$ cat src/rtl/tick_sched_ctrl.sv
// tick_sched_ctrl: programmable period/duty tick scheduler.
// One period counter sequenced by start/stop/hold, in periodic or one-shot
// mode. Period/high-time updates made while running are held as pending and
// applied only at a period boundary (wrap or restart), so a period is never cut.
module tick_sched_ctrl #(
    parameter int                 WIDTH          = 24,
    parameter logic [WIDTH-1:0]   DEFAULT_PERIOD = 24'd12_000_000,
    parameter logic [WIDTH-1:0]   DEFAULT_HIGH   = 24'd6_000_000
) (
    input  logic             clk_in,
    input  logic             rst,
    input  logic             cfg_valid,
    output logic             cfg_ready,
    input  logic [WIDTH-1:0] cfg_period,
    input  logic [WIDTH-1:0] cfg_high,
    input  logic             cfg_oneshot,
    output logic             cfg_err,
    input  logic             start,
    input  logic             stop,
    input  logic             hold,
    output logic             tick,
    output logic             done,
    output logic             wave_out,
    output logic             busy,
    output logic [WIDTH-1:0] count
);

    // Config handshake: a request transfers on a clk_in edge where
    // cfg_valid & cfg_ready are both 1. cfg_ready depends only on internal
    // state (low while a pending config waits for a boundary), never on
    // cfg_valid. A transferred request with cfg_period < 2 is dropped and
    // answered by a one-cycle cfg_err pulse.

    typedef enum logic {IDLE, RUN} state_t;

    localparam logic [WIDTH-1:0] ONE = WIDTH'(1);
    localparam logic [WIDTH-1:0] TWO = WIDTH'(2);

    state_t           state_q, state_d;
    logic [WIDTH-1:0] count_q, count_d;
    logic [WIDTH-1:0] period_q, period_d;
    logic [WIDTH-1:0] high_q, high_d;
    logic             oneshot_q, oneshot_d;
    logic             pend_q, pend_d;
    logic [WIDTH-1:0] pend_period_q, pend_period_d;
    logic [WIDTH-1:0] pend_high_q, pend_high_d;
    logic             pend_oneshot_q, pend_oneshot_d;
    logic             tick_q, tick_d;
    logic             done_q, done_d;
    logic             wave_q, wave_d;
    logic             cfg_err_q, cfg_err_d;
    logic             cfg_ready_q, cfg_ready_d;

    logic             cfg_acc;
    logic             cfg_ok;
    logic             at_wrap;

    // Next-state and next-output computation for the whole block.
    always_comb begin
        state_d        = state_q;
        count_d        = count_q;
        period_d       = period_q;
        high_d         = high_q;
        oneshot_d      = oneshot_q;
        pend_d         = pend_q;
        pend_period_d  = pend_period_q;
        pend_high_d    = pend_high_q;
        pend_oneshot_d = pend_oneshot_q;
        cfg_ready_d    = cfg_ready_q;
        tick_d         = 1'b0;
        done_d         = 1'b0;
        cfg_err_d      = 1'b0;

        cfg_acc = cfg_valid & cfg_ready_q;
        cfg_ok  = cfg_acc & (cfg_period >= TWO);
        at_wrap = (count_q == period_q - ONE);

        if (cfg_acc && !cfg_ok) begin
            cfg_err_d = 1'b1;
        end

        // Accepted config: immediate when idle, otherwise parked until a boundary.
        if (cfg_ok) begin
            if (state_q == IDLE) begin
                period_d  = cfg_period;
                high_d    = cfg_high;
                oneshot_d = cfg_oneshot;
            end else begin
                pend_d         = 1'b1;
                pend_period_d  = cfg_period;
                pend_high_d    = cfg_high;
                pend_oneshot_d = cfg_oneshot;
                cfg_ready_d    = 1'b0;
            end
        end

        if (stop) begin
            // Stop beats start and drops anything still pending.
            state_d     = IDLE;
            count_d     = '0;
            pend_d      = 1'b0;
            cfg_ready_d = 1'b1;
        end else begin
            case (state_q)
                IDLE: begin
                    count_d = '0;
                    if (start) begin
                        state_d = RUN;
                    end
                end
                RUN: begin
                    if (start || (!hold && at_wrap)) begin
                        count_d = '0;
                        if (!start) begin
                            tick_d = 1'b1;
                            if (oneshot_q) begin
                                state_d = IDLE;
                                done_d  = 1'b1;
                            end
                        end
                        if (pend_q) begin
                            period_d    = pend_period_q;
                            high_d      = pend_high_q;
                            oneshot_d   = pend_oneshot_q;
                            pend_d      = 1'b0;
                            cfg_ready_d = 1'b1;
                        end
                    end else if (!hold) begin
                        count_d = count_q + ONE;
                    end
                end
                default: begin
                    state_d = IDLE;
                    count_d = '0;
                end
            endcase
        end

        wave_d = (state_d == RUN) && (count_d < high_d);
    end

    // State and registered outputs; asynchronous active-low reset.
    always_ff @(posedge clk_in or negedge rst) begin
        if (!rst) begin
            state_q        <= IDLE;
            count_q        <= '0;
            period_q       <= DEFAULT_PERIOD;
            high_q         <= DEFAULT_HIGH;
            oneshot_q      <= 1'b0;
            pend_q         <= 1'b0;
            pend_period_q  <= '0;
            pend_high_q    <= '0;
            pend_oneshot_q <= 1'b0;
            tick_q         <= 1'b0;
            done_q         <= 1'b0;
            wave_q         <= 1'b0;
            cfg_err_q      <= 1'b0;
            cfg_ready_q    <= 1'b1;
        end else begin
            state_q        <= state_d;
            count_q        <= count_d;
            period_q       <= period_d;
            high_q         <= high_d;
            oneshot_q      <= oneshot_d;
            pend_q         <= pend_d;
            pend_period_q  <= pend_period_d;
            pend_high_q    <= pend_high_d;
            pend_oneshot_q <= pend_oneshot_d;
            tick_q         <= tick_d;
            done_q         <= done_d;
            wave_q         <= wave_d;
            cfg_err_q      <= cfg_err_d;
            cfg_ready_q    <= cfg_ready_d;
        end
    end

    assign busy      = (state_q == RUN);
    assign count     = count_q;
    assign tick      = tick_q;
    assign done      = done_q;
    assign wave_out  = wave_q;
    assign cfg_err   = cfg_err_q;
    assign cfg_ready = cfg_ready_q;

endmodule

$ cat config.mk
export PLATFORM = sky130hd
export DESIGN_NAME = tick_sched_ctrl
export DESIGN_NICKNAME = d
export VERILOG_FILES = /design/src/rtl/tick_sched_ctrl.sv
export SDC_FILE = /design/constraint.sdc
export NUM_CORES = 1
export LEC_CHECK = 0
export CAP_MARGIN = 20
export CORE_UTILIZATION = 51
export CTS_CLUSTER_DIAMETER = 120
export DETAILED_ROUTE_END_ITERATION = 10
export GPL_TIMING_DRIVEN = 0
export PLACE_DENSITY = 0.84
export SLEW_MARGIN = 10
export SYNTH_ARGS = -nofsm -noshare
export SYNTH_HDL_FRONTEND = slang
export SYNTH_SLANG_ARGS = --single-unit
$ cat constraint.sdc
create_clock -name clk_in -period 5.5 [get_ports clk_in]
set_input_delay 0.55 -clock clk_in [delete_from_list [all_inputs] [get_ports clk_in]]
set_output_delay 0.55 -clock clk_in [all_outputs]
set_load 0.02 [all_outputs]
---- Word-level counts from Yosys, hierarchy flattened ----
Cells that the tools add are included.
storage, ports and cells
  register bits after elaboration ......... 129
  bits of input ports ..................... 55
cells by class
  add/sub/neg operators ................... 2
  $lt $le $gt $ge ......................... 2
  eq/ne operators ......................... 1
  mux-type cells .......................... 50
  bitwise operators ....................... 3
  reduce and logical (&&, ||, !) cells .... 7
operators with widths
  cell                   number
  $mux 24                15
  $pmux 24 s2            1
  $mux 1                 33
  $add 24x1->24 const B  1
  $eq 24x24->1           1
  $ge 24x2->1 const B    1
  $lt 24x24->1           1
  $sub 24x1->24 const B  1
  $logic_and 1x1->1      3
  $and 1x1->1            2
  $logic_not 1->1        2
  $pmux 1 s2             1
  $reduce_and 2->1       1
  $logic_or 1x1->1       1
  $not 1->1              1

---- Depth between registers and ports, before layout ----
  depth after elaboration ................. 9
  gate-level depth with buffers ........... 25
  depth with buffers taken out ............ 21

---- Least setup slack after synthesis ----
Ideal clock, no wire load.
  path kind ............................... register to register
  start ................................... register period_q[0]
  end ..................................... register wave_q (netlist: wave_out)
  data arrival time ....................... 5000 ps
  required time ........................... 5350 ps
  path slack .............................. 349 ps
  stages on the path, launching flop included .. 26
  cells stage by stage .................... dfrtp_1 -> buf_2 -> inv_1 -> ha_1 -> or3b_4 -> o31a_1 -> or4_1 -> a32oi_1 -> nand4_1 -> or4b_1 -> buf_2 -> a211oi_4 -> buf_6 -> buf_4 -> nand2_1 -> o21a_1 -> ha_1 -> nand4_1 -> nor2_1 -> nand3_1 -> a2111oi_0 -> o21ai_0 -> o21ai_0 -> nor3_1 -> o211ai_1 -> a211oi_2
on the way
  longest elaborated chain between the ends .. 9
  elaborated cells on any way between the ends .. 15
  those cells by class .................... add/sub (1); order compare (1); eq/ne (1); mux (9); reduce/logical (3)
RTL lines
  item                                           RTL line  source
  start, declared                                41        logic [WIDTH-1:0] period_q, period_d;
  start signal, assigned                         162       period_q <= period_d;
  $sub 24x1->24 (*)                              76        at_wrap = (count_q == period_q - ONE);
  $eq 24x24->1 (*)                               76
  $logic_and 1x1->1 (*)                          112       if (start || (!hold && at_wrap)) begin
  $logic_or 1x1->1 (*)                           112
  $mux 24                                        112
  $pmux 24 s2 / $mux 24 (equally long branches)  104       case (state_q)
  $mux 24                                        97        if (stop) begin
  $lt 24x24->1                                   139       wave_d = (state_d == RUN) && (count_d < high_d);
  $logic_and 1x1->1 (*)                          139
  named net wave_d                               50        logic wave_q, wave_d;
  end signal, assigned                           171       wave_q <= wave_d;
  end, declared                                  50
The timed path passes the listed nets; every way through them passes the cells marked *.
A chain may end at the register's enable or synchronous reset.

---- Worst setup path after layout ----
Same ends and word-level chain as after synthesis.

==> reports/results.tsv <==
stage	metric	value	unit
sta	Max Clk Rate	183	MHz
worst_setup_path	CP delay by family, top	simple AND/OR/NAND/NOR gates	
cts	total CTS buffers	17	
cells_and_area	final-stage net count	898	
cells_and_area	layout cells sized above 1	0.220	
job	Max Cap Viol	0	
pwr	Max VDD drop	0.000229	V
yosys	Yosys top cell by area	dfrtp_1	
sta	endpoints failing setup	0	
sta	Final Max Slew Viols	0	
sta	Slew headroom	0.378	
worst_setup_path	worst reg2reg path depth	23	
routing	Initial DRT Pass Iterations	7	
yosys	Yosys cell types	55	
cts	CTS H-Tree Depth	4	
run_status	outcome	finished, final reports clean	
routing	DRT antenna net count	0	
yosys	top cells by area, synth	dfrtp_1 (38%), mux2_2 (8.1%), dfstp_2 (7.7%)	
cts	CTS tree	done	
place	hpwl dp	13300	µm
routing	DR iter-0 viols	619	
floorplanning	die width	120	µm
yosys	async set-reset flop share out of synthesis	1.00	
floorplanning	Initial Util	0.530	
cts	worst-skew pair later-pin latency	0.43	ns
grt	first-pass GRT wire length	30300	µm
cells_and_area	final core utilization	0.686	
worst_setup_path	instance count on the critical path	23	
worst_setup_path	reg2reg end	wave_out$_DFF_PN0_	
pwr	Final Power	2970	µW
worst_setup_path	R2R Setup Slk	0.05	ns
cts	clk buf depth	2	
worst_setup_path	slowest cell delay on critical path	0.58	ns
routing	number of remaining DRC errors	0	
worst_setup_path	Worst Path Max Fanout	5	
yosys	Mapped Area	0.00713	mm²
routing	DRT Wirelength	19800	µm
floorplanning	Core Box Area	0.0135	mm²
cts	clk slew on worst S/H paths	0.05	ns
cts	clock root buffer	clkbuf_16	
grt	Congestion Overflow GR	0	
worst_setup_path	reg-to-reg startpoint	period_q[0]$_DFF_PN0_	
yosys	Synth Instances	686	
worst_setup_path	crit-path cells	inv_2 > ha_4 > or3b_4 > o31a_1 > or4_4 > a32oi_2 > nand4_1 > or4b_4 > a211oi_4 > buf_6 > clkbuf_16 > nand2_1 > o21a_1 > ha_4 > and4_1 > buf_4 > nand2_1 > a2111oi_4 > o21ai_2 > o21ai_2 > nor3_2 > o211ai_1 > a211oi_2	
worst_setup_path	critical path startpoint category	flop	
place	# placed instances	947	
floorplanning	Die Height	120	µm
cells_and_area	Finished Layout Cells	1007	
sta	Worst Tran Pin Value	0.933	ns
sta	Setup TNS Final	0	ns
worst_setup_path	Worst path slowest cell	or4b_4	
routing	via count	6031	
sta	post-route minimum period	5.45	ns
place	placer congestion estimate	0.896	
worst_setup_path	CP bufs+invs	4	
sta	fin crit share	0.991	
yosys	mean post-synth cell area	10.4	µm²
cells_and_area	synthesis-to-finish area growth	29.5	%
worst_setup_path	Setup crit end	wave_out$_DFF_PN0_	
yosys	share of the synthesized area in the top cell type	0.379	
worst_setup_path	WP data arrival	5.75	ns
routing	average wire per standard cell	19.6	µm
yosys	top cells by count, synth	dfrtp_1 (108), nand2_1 (72), mux2i_1 (53), o21ai_0 (52), mux2_2 (51)	
place	number of buffers added on ports	84	
yosys	EDFF count, synth	0	
floorplanning	io pins	85	
place	pre-CTS WS	-0.969	ns
worst_setup_path	Crit. Startpoint	period_q[0]$_DFF_PN0_	
sta	Hold Fails Final Rpt	0	
worst_setup_path	CP Capture Type	flop	
min_path	Tightest Hold Check Type	in2async	
grt	Global Route Usage Sum	0.276	
routing	vias per cell	5.99	
yosys	Ys Warns	0	
worst_setup_path	Crit Path Class	reg2reg	
sta	post-route worst setup slack	0.0468	ns
worst_setup_path	CP Data Required Time	5.80	ns
yosys	Main synth FF type	dfrtp_1	
yosys	number of synthesized register bits	129	
pwr	pwr dens	322	mW/mm²
grt	vias in the first global route	6080	
yosys	syn nets	766	
pwr	leakage	0.00388	µW
floorplanning	Core Rows	42	
yosys	part of the Yosys area used for sequential elements	0.456	
grt	pin count of the biggest net entering global routing	74	
cts	CTS sink cnt	129	
yosys	cell with the most instances after synthesis	dfrtp_1	
floorplanning	die area	0.0145	mm²
cells_and_area	antenna cells	0	
grt	initial antenna violation count	1	
sta	clk_skew	0.00706	ns
[per-stage QoR]
| stage | cell area, µm² | hold WS, ns |
|---|---|---|
| finish | 9230 | 0.0833 |
| global route | 9230 | 0.125 |
| CTS | 8930 | 0.0965 |
| detailed placement | 8220 | 0.466 |
| global placement | 8190 | 0.453 |
| floorplan | 7130 | 0.254 |
[power breakdown]
group	internal (µW)	switching (µW)	total [µW]
combinational	294	288	582
clock	740	415	1160
sequential	1130	109	1240
[routing by layer]
layer | routed length (µm) | vias up | share of wire | track usage
met1 | 8020 | 2969 | 0.41 | 0.342
met5 | 0 | - | 0 | 0
li1 | - | 2724 | - | -
met3 | 1610 | 60 | 0.081 | 0.0585
met2 | 9440 | 278 | 0.48 | 0.456
met4 | 688 | 0 | 0.035 | 0.140
[worst reg2reg max path: stages, from the launching register on]
cell	delay, ns
dfrtp_2	0.47
inv_2	0.09
ha_4	0.12
or3b_4	0.38
o31a_1	0.32
or4_4	0.42
a32oi_2	0.24
nand4_1	0.18
or4b_4	0.58
a211oi_4	0.37
buf_6	0.21
clkbuf_16	0.16
nand2_1	0.06
o21a_1	0.13
ha_4	0.28
and4_1	0.21
buf_4	0.11
nand2_1	0.08
a2111oi_4	0.39
o21ai_2	0.13
o21ai_2	0.10
nor3_2	0.07
o211ai_1	0.15
a211oi_2	0.08
[layout by cell type (no fill, tap or decap), types with 5 or more instances in the layout]
cell / n
inv_1: 11
clkdlybuf4s50_1: 83
o21ai_0: 49
o21ai_1: 5
clkinv_2: 8
mux2i_1: 53
buf_6: 6
xnor2_1: 23
nor3_1: 12
mux2_2: 51
buf_1: 6
buf_2: 5
nor4_1: 12
nor2_1: 48
clkbuf_1: 12
xor2_1: 23
o211ai_1: 5
o21a_1: 26
buf_4: 28
nand4_1: 18
dfrtp_1: 106
ha_1: 22
nor2b_1: 9
nand2_1: 71
a21oi_1: 9
dfstp_2: 21
clkbuf_16: 19
and3_1: 6
[sequential cells by signal, summed over array words and instances, names as in the netlist]
signal and flops:
cfg_ready 1, done 1, pend_q 1, period_q 24, wave_out 1, high_q 24, pend_high_q 24, busy 1
count 24, oneshot_q 1, pend_period_q 24, tick 1, cfg_err 1, pend_oneshot_q 1
[how the worst min path moves through the flow]
| stage | start | to | slack (ns) | depth (start not counted) |
|---|---|---|---|---|
| after detailed placement | pend_period_q[18]$_DFFE_PN0P_ | period_q[18]$_DFF_PN1_ | 0.47 | 2 |
| after CTS | rst | pend_period_q[16]$_DFFE_PN0P_ | 0.1 | 1 |
| after global routing | rst | cfg_err$_DFF_PN0_ | 0.12 | 1 |
| final | rst | pend_period_q[13]$_DFFE_PN0P_ | 0.08 | 1 |
| after global placement | pend_period_q[0]$_DFFE_PN0P_ | period_q[0]$_DFF_PN0_ | 0.45 | 2 |
| after floorplan | rst | busy$_DFF_PN0_ | 0.25 | 0 |
[final cells by class]
type | count | area, µm²
fill | 974 | 4220
multi-input combinational | 508 | 3770
sequential | 129 | 3260
timing repair buffer | 116 | 1140
clock buffer | 20 | 467
tap | 176 | 220
buffer | 33 | 186
clock inverter | 12 | 138
inverter | 13 | 48.8
[cells by family (layout without fill, tap and decap cells)]
family / Yosys count / in the layout / synth area share
simple gates: 211 / 211 / 0.146
flops: 129 / 129 / 0.456
compound gates: 122 / 122 / 0.110
mux: 104 / 104 / 0.155
buf+inv: 49 / 194 / 0.0328
xor+xnor: 46 / 46 / 0.0565
fa+ha+maj: 25 / 25 / 0.0439
[what timing repair did]
| action | 4_1_cts | 5_1_grt |
|---|---|---|
| pin swaps | 10 | 24 |
| endpoints found under the setup margin | 1 | 1 |
| hold buffers | 0 | 0 |
| gates resized for setup | 18 | 23 |
| cloned | 0 | 3 |
| buffers inserted | 7 | 21 |
(Power assumes the default switching activity.)
